### src/rtl/uart_rx_loader.sv
// UART byte-stream loader: decodes 'L' (load N little-endian words) and 'R' (run)
// commands, writes assembled words to instruction memory, and flags errors/timeouts.
module uart_rx_loader #(
  parameter int NB_DATA = 8,
  parameter int NB_WORD = 32,
  parameter int NB_ADDR = 8,
  parameter int TIMEOUT = 100000
) (
  input  logic               clk,
  input  logic               i_rst,
  input  logic [NB_DATA-1:0] i_rx_data,
  input  logic               i_rx_done,
  output logic               o_mem_we,
  output logic [NB_ADDR-1:0] o_mem_addr,
  output logic [NB_WORD-1:0] o_mem_wdata,
  output logic               o_load_done,
  output logic               o_run,
  output logic               o_err,
  output logic               o_busy
);

  localparam int                 NB_TMO    = (TIMEOUT > 2) ? $clog2(TIMEOUT) : 2;
  localparam logic [NB_TMO-1:0]  TMO_LAST  = NB_TMO'(TIMEOUT - 1);
  localparam logic [16:0]        MAX_WORDS = 17'(2 ** NB_ADDR);
  localparam logic [NB_ADDR:0]   LEFT_ONE  = (NB_ADDR + 1)'(1);
  localparam logic [7:0]         CMD_LOAD  = 8'h4C;
  localparam logic [7:0]         CMD_RUN   = 8'h52;

  typedef enum logic [1:0] {
    ST_IDLE   = 2'd0,
    ST_CNT_LO = 2'd1,
    ST_CNT_HI = 2'd2,
    ST_DATA   = 2'd3
  } state_t;

  state_t               r_state, w_state_nxt;
  logic                 r_rx_done_q;
  logic [7:0]           r_cnt_lo, w_cnt_lo_nxt;
  logic [1:0]           r_byte_idx, w_idx_nxt;
  logic [NB_ADDR-1:0]   r_addr, w_addr_nxt;
  logic [NB_ADDR:0]     r_words_left, w_left_nxt;
  logic [NB_WORD-1:0]   r_word, w_word_nxt;
  logic [NB_TMO-1:0]    r_tmo, w_tmo_nxt;
  logic                 r_mem_we, r_load_done, r_run, r_err, r_busy;
  logic [NB_ADDR-1:0]   r_mem_addr;
  logic [NB_WORD-1:0]   r_mem_wdata;

  logic                 w_acc, w_we, w_run, w_err, w_done;
  logic [15:0]          w_count;
  logic [NB_WORD-1:0]   w_word_shift;

  assign w_acc        = i_rx_done & ~r_rx_done_q;
  assign w_count      = {i_rx_data, r_cnt_lo};
  assign w_word_shift = {i_rx_data, r_word[NB_WORD-1:NB_DATA]};

  always_comb begin
    w_state_nxt  = r_state;
    w_cnt_lo_nxt = r_cnt_lo;
    w_idx_nxt    = r_byte_idx;
    w_addr_nxt   = r_addr;
    w_left_nxt   = r_words_left;
    w_word_nxt   = r_word;
    w_tmo_nxt    = r_tmo;
    w_we         = 1'b0;
    w_run        = 1'b0;
    w_err        = 1'b0;
    w_done       = 1'b0;
    case (r_state)
      ST_IDLE: begin
        if (w_acc) begin
          if (i_rx_data == CMD_LOAD) w_state_nxt = ST_CNT_LO;
          else if (i_rx_data == CMD_RUN) w_run = 1'b1;
          else w_err = 1'b1;
        end
      end
      ST_CNT_LO: begin
        if (w_acc) begin
          w_cnt_lo_nxt = i_rx_data;
          w_state_nxt  = ST_CNT_HI;
        end
      end
      ST_CNT_HI: begin
        if (w_acc) begin
          if (w_count == 16'd0) begin
            w_done      = 1'b1;
            w_state_nxt = ST_IDLE;
          end else if ({1'b0, w_count} > MAX_WORDS) begin
            w_err       = 1'b1;
            w_state_nxt = ST_IDLE;
          end else begin
            w_addr_nxt  = '0;
            w_idx_nxt   = 2'd0;
            w_left_nxt  = w_count[NB_ADDR:0];
            w_state_nxt = ST_DATA;
          end
        end
      end
      ST_DATA: begin
        if (w_acc) begin
          w_word_nxt = w_word_shift;
          if (r_byte_idx == 2'd3) begin
            w_we       = 1'b1;
            w_idx_nxt  = 2'd0;
            w_addr_nxt = r_addr + NB_ADDR'(1);
            w_left_nxt = r_words_left - LEFT_ONE;
            if (r_words_left == LEFT_ONE) begin
              w_done      = 1'b1;
              w_state_nxt = ST_IDLE;
            end
          end else begin
            w_idx_nxt = r_byte_idx + 2'd1;
          end
        end
      end
      default: w_state_nxt = ST_IDLE;
    endcase
    // An accepted byte always beats expiry; only a silent expiry cycle aborts the command.
    if ((r_state == ST_IDLE) || w_acc) begin
      w_tmo_nxt = '0;
    end else if (r_tmo == TMO_LAST) begin
      w_tmo_nxt   = '0;
      w_err       = 1'b1;
      w_state_nxt = ST_IDLE;
    end else begin
      w_tmo_nxt = r_tmo + NB_TMO'(1);
    end
  end

  always_ff @(posedge clk or posedge i_rst) begin
    if (i_rst) begin
      r_state      <= ST_IDLE;
      r_rx_done_q  <= 1'b0;
      r_cnt_lo     <= '0;
      r_byte_idx   <= '0;
      r_addr       <= '0;
      r_words_left <= '0;
      r_word       <= '0;
      r_tmo        <= '0;
      r_mem_we     <= 1'b0;
      r_mem_addr   <= '0;
      r_mem_wdata  <= '0;
      r_load_done  <= 1'b0;
      r_run        <= 1'b0;
      r_err        <= 1'b0;
      r_busy       <= 1'b0;
    end else begin
      r_state      <= w_state_nxt;
      r_rx_done_q  <= i_rx_done;
      r_cnt_lo     <= w_cnt_lo_nxt;
      r_byte_idx   <= w_idx_nxt;
      r_addr       <= w_addr_nxt;
      r_words_left <= w_left_nxt;
      r_word       <= w_word_nxt;
      r_tmo        <= w_tmo_nxt;
      r_mem_we     <= w_we;
      r_load_done  <= w_done;
      r_run        <= w_run;
      r_err        <= w_err;
      r_busy       <= (w_state_nxt != ST_IDLE);
      if (w_we) begin
        r_mem_addr  <= r_addr;
        r_mem_wdata <= w_word_shift;
      end
    end
  end

  assign o_mem_we    = r_mem_we;
  assign o_mem_addr  = r_mem_addr;
  assign o_mem_wdata = r_mem_wdata;
  assign o_load_done = r_load_done;
  assign o_run       = r_run;
  assign o_err       = r_err;
  assign o_busy      = r_busy;

endmodule
### config.mk
export PLATFORM = sky130hd
export DESIGN_NAME = uart_rx_loader
export DESIGN_NICKNAME = d
export VERILOG_FILES = /design/src/rtl/uart_rx_loader.sv
export SDC_FILE = /design/constraint.sdc
export NUM_CORES = 1
export LEC_CHECK = 0
export ABC_AREA = 0
export CAP_MARGIN = 20
export CORE_UTILIZATION = 55
export DETAILED_ROUTE_END_ITERATION = 8
export PLACE_DENSITY = 0.81
export SYNTH_ARGS = -nofsm -noshare
export SYNTH_HDL_FRONTEND = slang
export SYNTH_SLANG_ARGS = --single-unit
### constraint.sdc
create_clock -name clk -period 4.46 [get_ports clk]
set_input_delay 0.669 -clock clk [delete_from_list [all_inputs] [get_ports clk]]
set_output_delay 0.669 -clock clk [all_outputs]
set_load 0.03 [all_outputs]
==> impl_results.md, run 1 <==
* Status: completed
* Max Clock Freq at roughly 0.34 GHz
* FFs w/ async S/R, synth at 1.00
* Die width at 97.2 um
* Worst Tran Pin Value at 1.05 ns
* Routed len/inst at 16.5 um
* Vias in the first global route at 3796
* Fin worst setup slack at approximately 1.5 ns
* Hpwl dp at ~7000 um
* Area Growth Syn to Fin at 26.0%
* EDFF count, synth at 0
* Clk sinks at 116
* Post_cts resized at 0
* Startpoint Class: primary input
* Yosys synthesis warning count at 0
* Port Buffers at 55
* Placer congestion estimate at approximately 0.94
* Most frequent cells after synthesis: 146 x nand2_1, 116 x dfrtp_1, 40 x nor2_1
* Synth top area share at 0.583
* First-pass DRT Iterations at 5
* CTS Buf Count at 17
* End of the critical path: r_addr[6]
* Fin crit period at 2.94 ns
* Worst vdd ir at 218 uV
* Worst path bufs/invs at 1
* Post-route DRC violation count at 0
* Die area at between 9000 and 10000 um2
* Avg Inst Size Synth at 10.2 um2
* Most common cell in the synthesized netlist: nand2_1
* Worst EP arrival at 3.31 ns
* Routed via count at about 3.8k
* Initial antenna violation count at 0
* Routed Antenna Nets at 0
* Type of the tightest min-delay check: flip-flop to flip-flop
* R2r setup slk at about 2.0 ns
* ANT cells at 0
* Max incr delay on CP at roughly 0.59 ns
* Final setup violation count at 0
* Setup crit end kind: flip-flop
* CP required at 4.83 ns
* Net Count, Synth at 503
* Postcts setup bufs at 0
* P_leak at 3.00 nW
* Nets@finish at 564
* Hold Vio Cnt, Final at 0
* Slew Limit Headroom at 0.295
* Setup TNS at 0 ns
* Seq/Total Area, Yosys at 0.583
* Slowest cell on crit path: or4_4
* Post-synthesis cell area at approximately 5000 um2
* CTS tree: done
* First-iteration detailed-routing DRC count at about 210
* Main flop type after synthesis: dfrtp_1
* I/O pins at 56
* Starting density of the core at 0.568
* Clock buffer depth at 2
* Skew final at 0.00718 ns
* Crit-path max FO at 7
* FF-to-FF path depth at 6
* Cells along the critical path: clkdlybuf4s50_1, or4_1, or2_1, or4_4, a2111oi_4, xnor2_1, nor2_2
* Place WS at 1.03 ns
* Power density over the cells at 412 nW/um2
* FF-to-FF Start: r_cnt_lo[3]
* Final WL at 11000 um
* Routed vias/inst at 5.64
* First-pass GRT wire length at about 18000 um
* # rows at 34
* Placed cell area at 5630 um2
* GR Util All Layers at 0.255
* Top post-synthesis cells by area: dfrtp_1 58%, nand2_1 11%, mux2_2 7.0%
* Max cap viols at 0
* # hold bufs at CTS at 0
* RSZ-0062 raised after global routing: no
* Worst path depth at 7
* GR Overflow Total at 0
* Distinct cells, synth at 51
* CTS H-tree depth at 4
* R2r endpoint: r_addr[6]
* Critical path type: primary input to flip-flop
* Largest net degree at the start of global routing at 77
* Die Ht at 97.2 um
* Root Buffer: clkbuf_8
* Family with the most delay on the worst path: simple AND/OR/NAND/NOR gates
* Clk_lat worst skew at 0.52 ns
* Share of layout cells above drive strength 1 at 0.139
* Post-route cell area at between 6000 and 7000 um2
* Clock-pin transition on the worst setup and hold timing paths at 0.06 ns
* Core area at approximately 9000 um2
* Top cell type by total area after synthesis: dfrtp_1
* Fin. max-slew vios at 0
* Final period util at 0.660
* Critical path origin: i_rx_data[1]
* Cells after Synth at roughly 490
* Number of synthesized register bits at 116
-- where the power goes --
| part | internal, mW | leakage, nW | switching [mW] |
|---|---|---|---|
| registers | 1.06 | 1.59 | 0.00326 |
| logic | 0.0163 | 1.10 | 0.0401 |
| clock network | 0.991 | 0.310 | 0.475 |
-- how the worst min path moves through the flow --
stage | cells past startpoint | slack, ns | end | start
final | 2 | 0.47 | o_mem_wdata[12] | o_mem_wdata[12]
after global routing | 2 | 0.50 | o_mem_wdata[1] | r_word[9]
after CTS | 2 | 0.47 | o_mem_wdata[4] | r_word[12]
after detailed placement | 2 | 0.46 | o_mem_wdata[6] | r_word[14]
after global placement | 2 | 0.45 | o_mem_wdata[3] | r_word[11]
after floorplan | 2 | 0.43 | o_mem_wdata[0] | r_word[8]
-- tightest hold or removal path, stage by stage, from the launching register on --
cell and delay, ns:
dfrtp_1 0.33, nand2_1 0.05, nand2_1 0.05
-- registers in the layout, summed over array words and instances, names as in the netlist, 2 cells and up --
signal and cells:
r_cnt_lo 8, r_byte_idx 2, r_words_left 9, r_word 24
r_addr 8, r_tmo 17, o_mem_addr 8, r_state 2
o_mem_wdata 32
-- layout make-up --
type	count	area [um2]
flip-flops and latches	116	2900
fillers	634	2490
multi-input cells	345	1970
repair buffers	59	581
clock buffers	19	442
clock inverters	13	205
well taps	108	135
inverters	9	36.3
-- cell families (layout without fill, tap and decap cells) --
logic type / count (synthesis) / count (layout) / share of synthesized area
AOI/OAI and AO/OA: 42 / 42 / 0.0585
adders and majority gates: 5 / 5 / 0.0126
buffers and inverters: 26 / 100 / 0.0211
and+or+nand+nor: 246 / 246 / 0.218
muxes: 32 / 32 / 0.0721
xor gates and xnor gates: 20 / 20 / 0.0352
DFF: 116 / 116 / 0.583
-- layer usage --
layer,global-route usage,vias up,routed length [um]
met5,0,-,0
met4,0.126,0,325
met3,0.0791,34,621
met2,0.394,131,5270
met1,0.326,1837,4810
li1,-,1770,-
-- cell usage in the layout, fill, tap and decap left out, types with 3 or more instances in the layout --
| master | Yosys | final |
|---|---|---|
| nand2_1 | 146 | 146 |
| dfrtp_1 | 116 | 116 |
| clkdlybuf4s50_1 | 0 | 55 |
| nor2_1 | 40 | 40 |
| mux2_2 | 31 | 31 |
| clkbuf_16 | 0 | 16 |
| nand3_1 | 15 | 15 |
| a21oi_1 | 11 | 11 |
| o21ai_0 | 10 | 10 |
| nor3_1 | 10 | 10 |
| xor2_1 | 10 | 10 |
| xnor2_1 | 10 | 10 |
| inv_1 | 9 | 8 |
| nor4_1 | 5 | 5 |
| ha_1 | 5 | 5 |
| bufinv_16 | 0 | 5 |
| nand2b_1 | 4 | 4 |
| buf_4 | 0 | 4 |
| or3_1 | 3 | 3 |
| and3_1 | 3 | 3 |
| nand4_1 | 3 | 3 |
| clkbuf_8 | 0 | 3 |
| clkinvlp_4 | 0 | 3 |
| clkinv_2 | 0 | 3 |
-- through the flow --
stage                util  power, mW  cells  hold slack [ns]
floorplan               -       1.11    487            0.433
global placement    0.642       1.13    637            0.448
detailed placement  0.642       1.13    637            0.458
CTS                 0.716       2.60    669            0.474
global route        0.716       2.65    669            0.497
finish              0.716       2.58    669            0.471
Note: power is estimated with default switching activity, not from simulation.
==> inputs of run 2 (changes only) <==
--- a/config.mk
+++ b/config.mk
@@ -7,9 +7,9 @@
 export LEC_CHECK = 0
 export ABC_AREA = 0
 export CAP_MARGIN = 20
-export CORE_UTILIZATION = 55
+export CORE_UTILIZATION = 50
 export DETAILED_ROUTE_END_ITERATION = 8
-export PLACE_DENSITY = 0.81
+export PLACE_DENSITY = 0.78
 export SYNTH_ARGS = -nofsm -noshare
 export SYNTH_HDL_FRONTEND = slang
 export SYNTH_SLANG_ARGS = --single-unit
==> constraint.sdc (replaced) <==
create_clock -name clk -period 2.7 [get_ports clk]
set_input_delay 0.405 -clock clk [delete_from_list [all_inputs] [get_ports clk]]
set_output_delay 0.405 -clock clk [all_outputs]
set_load 0.03 [all_outputs]
==> impl_results.md, run 2 (synthesized netlist as in run 1, its figures left out) <==
* Status: completed
* Final setup violation count at 0
* Post-layout util at 0.667
* Hold Vio Cnt, Final at 0
* RSZ-0062 raised after global routing: no
* Clock power share at 0.564
* Fillers at 750
* First-pass GRT wire length at roughly 18000 um
* Power density over the cells at 658 nW/um2
* Root Buffer: clkbuf_8
* Die width at 102 um
* Routed Antenna Nets at 0
* Placer congestion estimate at 0.874
* Fin. max-slew vios at 0
* Post_cts resized at 0
* Routed vias/inst at around 5.3
* ANT cells at 0
* Switching Power at approximately 0.86 mW
* Largest net degree at the start of global routing at 45
* Clk sinks at 116
* Starting density of the core at 0.512
* Skew final at 0.00630 ns
* Routed via count at around 3.8k
* Critical path type: flip-flop to flip-flop
* GR Overflow Total at 0
* Core area at approximately 9700 um2
* First-iteration detailed-routing DRC count at 269
* Sw Share at 0.202
* Setup crit end kind: flip-flop
* Commonest cells after routing, fill and taps aside: 146 x nand2_1, 116 x dfrtp_1, 55 x clkdlybuf4s50_1
* Final period util at 0.933
* Fin crit period at about 2.5 ns
* CTS H-tree depth at 4
* CTS Buf Count at 17
* Port Buffers at 55
* Post-route DRC violation count at 0
* # rows at 36
* Worst EP arrival at around 2.9 ns
* Routed len/inst at 15.6 um
* Nets@finish at between 500 and 600
* Seq pwr share at 0.410
* First-pass DRT Iterations at 4
* Area Growth Syn to Fin at 30.2%
* Startpoint Class: flip-flop
* Setup TNS at 0 ns
* Clock-pin transition on the worst setup and hold timing paths at approximately 0.06 ns
* Vias in the first global route at ~3.8k
* Die area at 10400 um2
* Combinational power share at 0.026
* Initial antenna violation count at 0
* Share of layout cells above drive strength 1 at 0.165
* Crit-path max FO at 5
* Total power at between 4 and 5 mW
* Clk_lat worst skew at around 0.52 ns
* Max cap viols at 0
* # hold bufs at CTS at 0
* Type of the tightest min-delay check: primary input to async pin
* CP required at 3.11 ns
* P_leak at 3.10 nW
* Int Power at 3.40 mW
* Worst Tran Pin Value at 0.628 ns
* Place WS at -0.205 ns
* Die Ht at 102 um
* CTS tree: done
* Clock buffer depth at 2
* Max Clock Freq at roughly 0.40 GHz
* Hpwl dp at about 7400 um
* Fin worst setup slack at 0.182 ns
* Max reg flops at 32
* Final WL at 11200 um
* GR Util All Layers at 0.235
* Worst vdd ir at 422 uV
* I/O pins at 56
* Slew Limit Headroom at 0.578
* Commonest non-fill, non-tap cell in the layout: nand2_1
* Postcts setup bufs at 0
-- run 2: changes by cell type in the layout (fill, tap and decap cells not counted), sizes merged --
cell	change
buf	+20
clkbuf	+1
clkinv	-1
-- run 2: layer usage --
metal	track usage	wire length, um	vias up
met5	0	0	-
met4	0.107	309	0
met3	0.0472	395	28
met2	0.397	5520	114
met1	0.294	4930	1870
li1	-	-	1803
-- run 2: power by group through the flow --
stage | sequential, mW | combinational (mW) | clock [mW]
4_1_cts | 1.75 | 0.112 | 2.42
3_5_place_dp | 1.78 | 0.111 | 0
3_3_place_gp | 1.78 | 0.110 | 0
6_report | 1.75 | 0.109 | 2.41
2_1_floorplan | 1.78 | 0.0466 | 0
5_1_grt | 1.75 | 0.121 | 2.51
-- run 2: path summary, 6_finish.rpt --
check	startpoint	endpoint	slack (ns)	depth (start not counted)
worst max register to register	r_cnt_lo[0]	r_addr[6]	0.18	6
worst max-delay path	r_cnt_lo[0]	r_addr[6]	0.18	6
min in group clk	i_rx_done	r_rx_done_q	0.40	1
worst min-delay path	i_rst	r_word[30]	0.24	2
worst min register to register	r_word[13]	o_mem_wdata[5]	0.46	2
max in group asynchronous	i_rst	r_tmo[7]	1.88	3
-- run 2: worst max-delay path, stage by stage, from the launching register on --
cell       delay (ns)
dfrtp_1          0.40
nor4_1           0.52
a21boi_1         0.30
or4_4            0.59
a2111oi_4        0.37
xnor2_1          0.18
nor2_2           0.04
-- run 2: layout make-up --
cell class,instances,area (um2),share of cell area
flip-flops and latches,116,2900,0.448
clock buffers,20,435,0.0671
multi-input cells,345,1970,0.304
well taps,133,166,0.0257
clock inverters,12,201,0.0311
inverters,9,37.5,0.00579
repair buffers,79,768,0.118
-- run 2: metrics by stage --
stage / hold slack, ns / cell area [um2] / std cells
after floorplan: 0.433 / 4980 / 487
after global placement: 0.444 / 5850 / 682
after detailed placement: 0.453 / 5850 / 682
after CTS: 0.249 / 6480 / 714
after global routing: 0.286 / 6480 / 714
final: 0.238 / 6480 / 714
==> inputs of run 3 (changes only) <==
--- a/config.mk
+++ b/config.mk
@@ -7,6 +7,7 @@
 export LEC_CHECK = 0
 export ABC_AREA = 0
 export CAP_MARGIN = 20
+export CORE_ASPECT_RATIO = 1.4
 export CORE_UTILIZATION = 50
 export DETAILED_ROUTE_END_ITERATION = 8
 export PLACE_DENSITY = 0.78
==> impl_results.md, run 3 (synthesized netlist as in run 1, its figures left out) <==
* Power density over the cells at 630 nW/um2
* Postcts setup bufs at 0
* Post_cts resized at 0
* Slew Limit Headroom at 0.531
* Setup TNS at 0 ns
* Switching Power at approximately 0.83 mW
* # rows at 42
* First-pass GRT wire length at 18300 um
* Nets@finish at between 500 and 600
* Routed via count at between 3k and 4k
* Starting density of the core at 0.521
* Status: completed
* First-iteration detailed-routing DRC count at 199
* Share of layout cells above drive strength 1 at 0.164
* CP required at 3.00 ns
* ANT cells at 0
* Largest net degree at the start of global routing at 45
* Slowest cell on crit path: or4_1
* Sw Share at 0.205
* Final period util at 0.951
* Placer congestion estimate at ~0.90
* # hold bufs at CTS at 0
* Post-route DRC violation count at 0
* GR Overflow Total at 0
* Hold WS at 0.451 ns
* Setup crit end kind: flip-flop
* Max reg flops at 32
* Worst path bufs/invs at 1
* Die width at roughly 86 um
* GR Util All Layers at 0.232
* CTS Buf Count at 17
* First-pass DRT Iterations at 4
* Int Power at 3.21 mW
* Commonest non-fill, non-tap cell in the layout: nand2_1
* Multi-input logic area at 1980 um2
* Routed vias/inst at 5.43
* Crit-path max FO at 5
* CTS tree: done
* Core area at 9560 um2
* Final setup violation count at 0
* Max incr delay on CP at about 0.57 ns
* Type of the tightest min-delay check: primary input to async pin
* Register Area at just under 3000 um2
* Hold Vio Cnt, Final at 0
* Fillers at 771
* Commonest cells after routing, fill and taps aside: 146 x nand2_1, 116 x dfrtp_1, 55 x clkdlybuf4s50_1
* Cells along the critical path: clkdlybuf4s50_1, or4_1, or2_1, or4_4, a2111oi_4, xnor2_1, nor2_2
* Port Buffers at 55
* Fin crit period at 2.57 ns
* Area Growth Syn to Fin at 28.7%
* Total power at a little over 4 mW
* Clock power share at 0.539
* Seq pwr share at 0.434
* Critical path type: primary input to flip-flop
* I/O pins at 56
* Routed len/inst at 15.5 um
* Clock buffer depth at 2
* Worst vdd ir at 507 uV
* Clk_lat worst skew at 0.41 ns
* RSZ-0062 raised after global routing: no
* Root Buffer: clkbuf_16
* Vias in the first global route at 3883
* Final WL at between 10000 and 15000 um
* Max Clock Freq at 0.390 GHz
* Hpwl dp at 7420 um
* Startpoint Class: primary input
* Skew final at 0.00562 ns
* Post-layout util at 0.670
* Clk sinks at 116
* Max cap viols at 0
* CTS H-tree depth at 4
* P_leak at 3.06 nW
* Worst Tran Pin Value at 0.702 ns
* Fin. max-slew vios at 0
* Family with the most delay on the worst path: simple AND/OR/NAND/NOR gates
* Clock-pin transition on the worst setup and hold timing paths at 0.05 ns
* Initial antenna violation count at 0
* Routed Antenna Nets at 0
* Die area at 10400 um2
* Worst EP arrival at 2.87 ns
* Combinational power share at 0.027
* Die Ht at 120 um
run 3: changes by cell type in the layout (fill, tap and decap cells not counted), sizes merged:
| cell | previous run | this run |
|---|---|---|
| clkinvlp | 3 | 4 |
| clkbuf | 20 | 23 |
| buf | 24 | 23 |
| inv | 9 | 8 |
| bufinv | 5 | 2 |
run 3: per-layer routing:
layer,GRT usage,share of wire,up-vias
li1,-,-,1799
met1,0.283,0.41,1911
met2,0.390,0.52,130
met3,0.0509,0.047,26
met4,0.109,0.023,0
met5,0,0,-
run 3: final cells by class:
| class | count | share of cell area |
|---|---|---|
| Sequential cell | 116 | 0.453 |
| Tap cell | 132 | 0.0258 |
| Clock buffer | 23 | 0.0745 |
| Multi-Input combinational cell | 345 | 0.308 |
| Clock inverter | 9 | 0.0160 |
| Timing Repair Buffer | 78 | 0.117 |
| Inverter | 9 | 0.00585 |
run 3: power by group through the flow:
stage               clock network, mW  registers, mW  logic (mW)
finish                           2.18           1.75       0.109
global route                     2.27           1.75       0.121
CTS                              2.19           1.75       0.111
detailed placement                  0           1.78       0.110
global placement                    0           1.78       0.108
floorplan                           0           1.78      0.0466
run 3: worst paths after layout:
check                              from              end  slack [ns]  cells after the start
setup reg to reg            r_cnt_lo[3]        r_addr[6]        0.31                      6
max in group asynchronous         i_rst  o_mem_wdata[12]        1.59                      3
hold / removal                    i_rst  o_mem_wdata[21]        0.45                      2
setup / recovery           i_rx_data[1]        r_addr[6]        0.13                      7
min in group clk             r_word[12]   o_mem_wdata[4]        0.47                      2
hold reg to reg              r_word[12]   o_mem_wdata[4]        0.47                      2
run 3: stage by stage:
step / cell area (um2) / setup WS [ns] / cells
after floorplan: 4980 / 0.194 / 487
after global placement: 5830 / -0.236 / 680
after detailed placement: 5830 / -0.275 / 680
after CTS: 6410 / 0.150 / 712
after global routing: 6410 / 0.0757 / 712
final: 6410 / 0.133 / 712
run 3: worst register-to-register path, stage by stage (launching register included):
cell and delay, ns:
dfrtp_1 0.40, nor4_1 0.43, a21boi_1 0.26, or4_4 0.59
a2111oi_4 0.38, xnor2_1 0.17, nor2_2 0.04
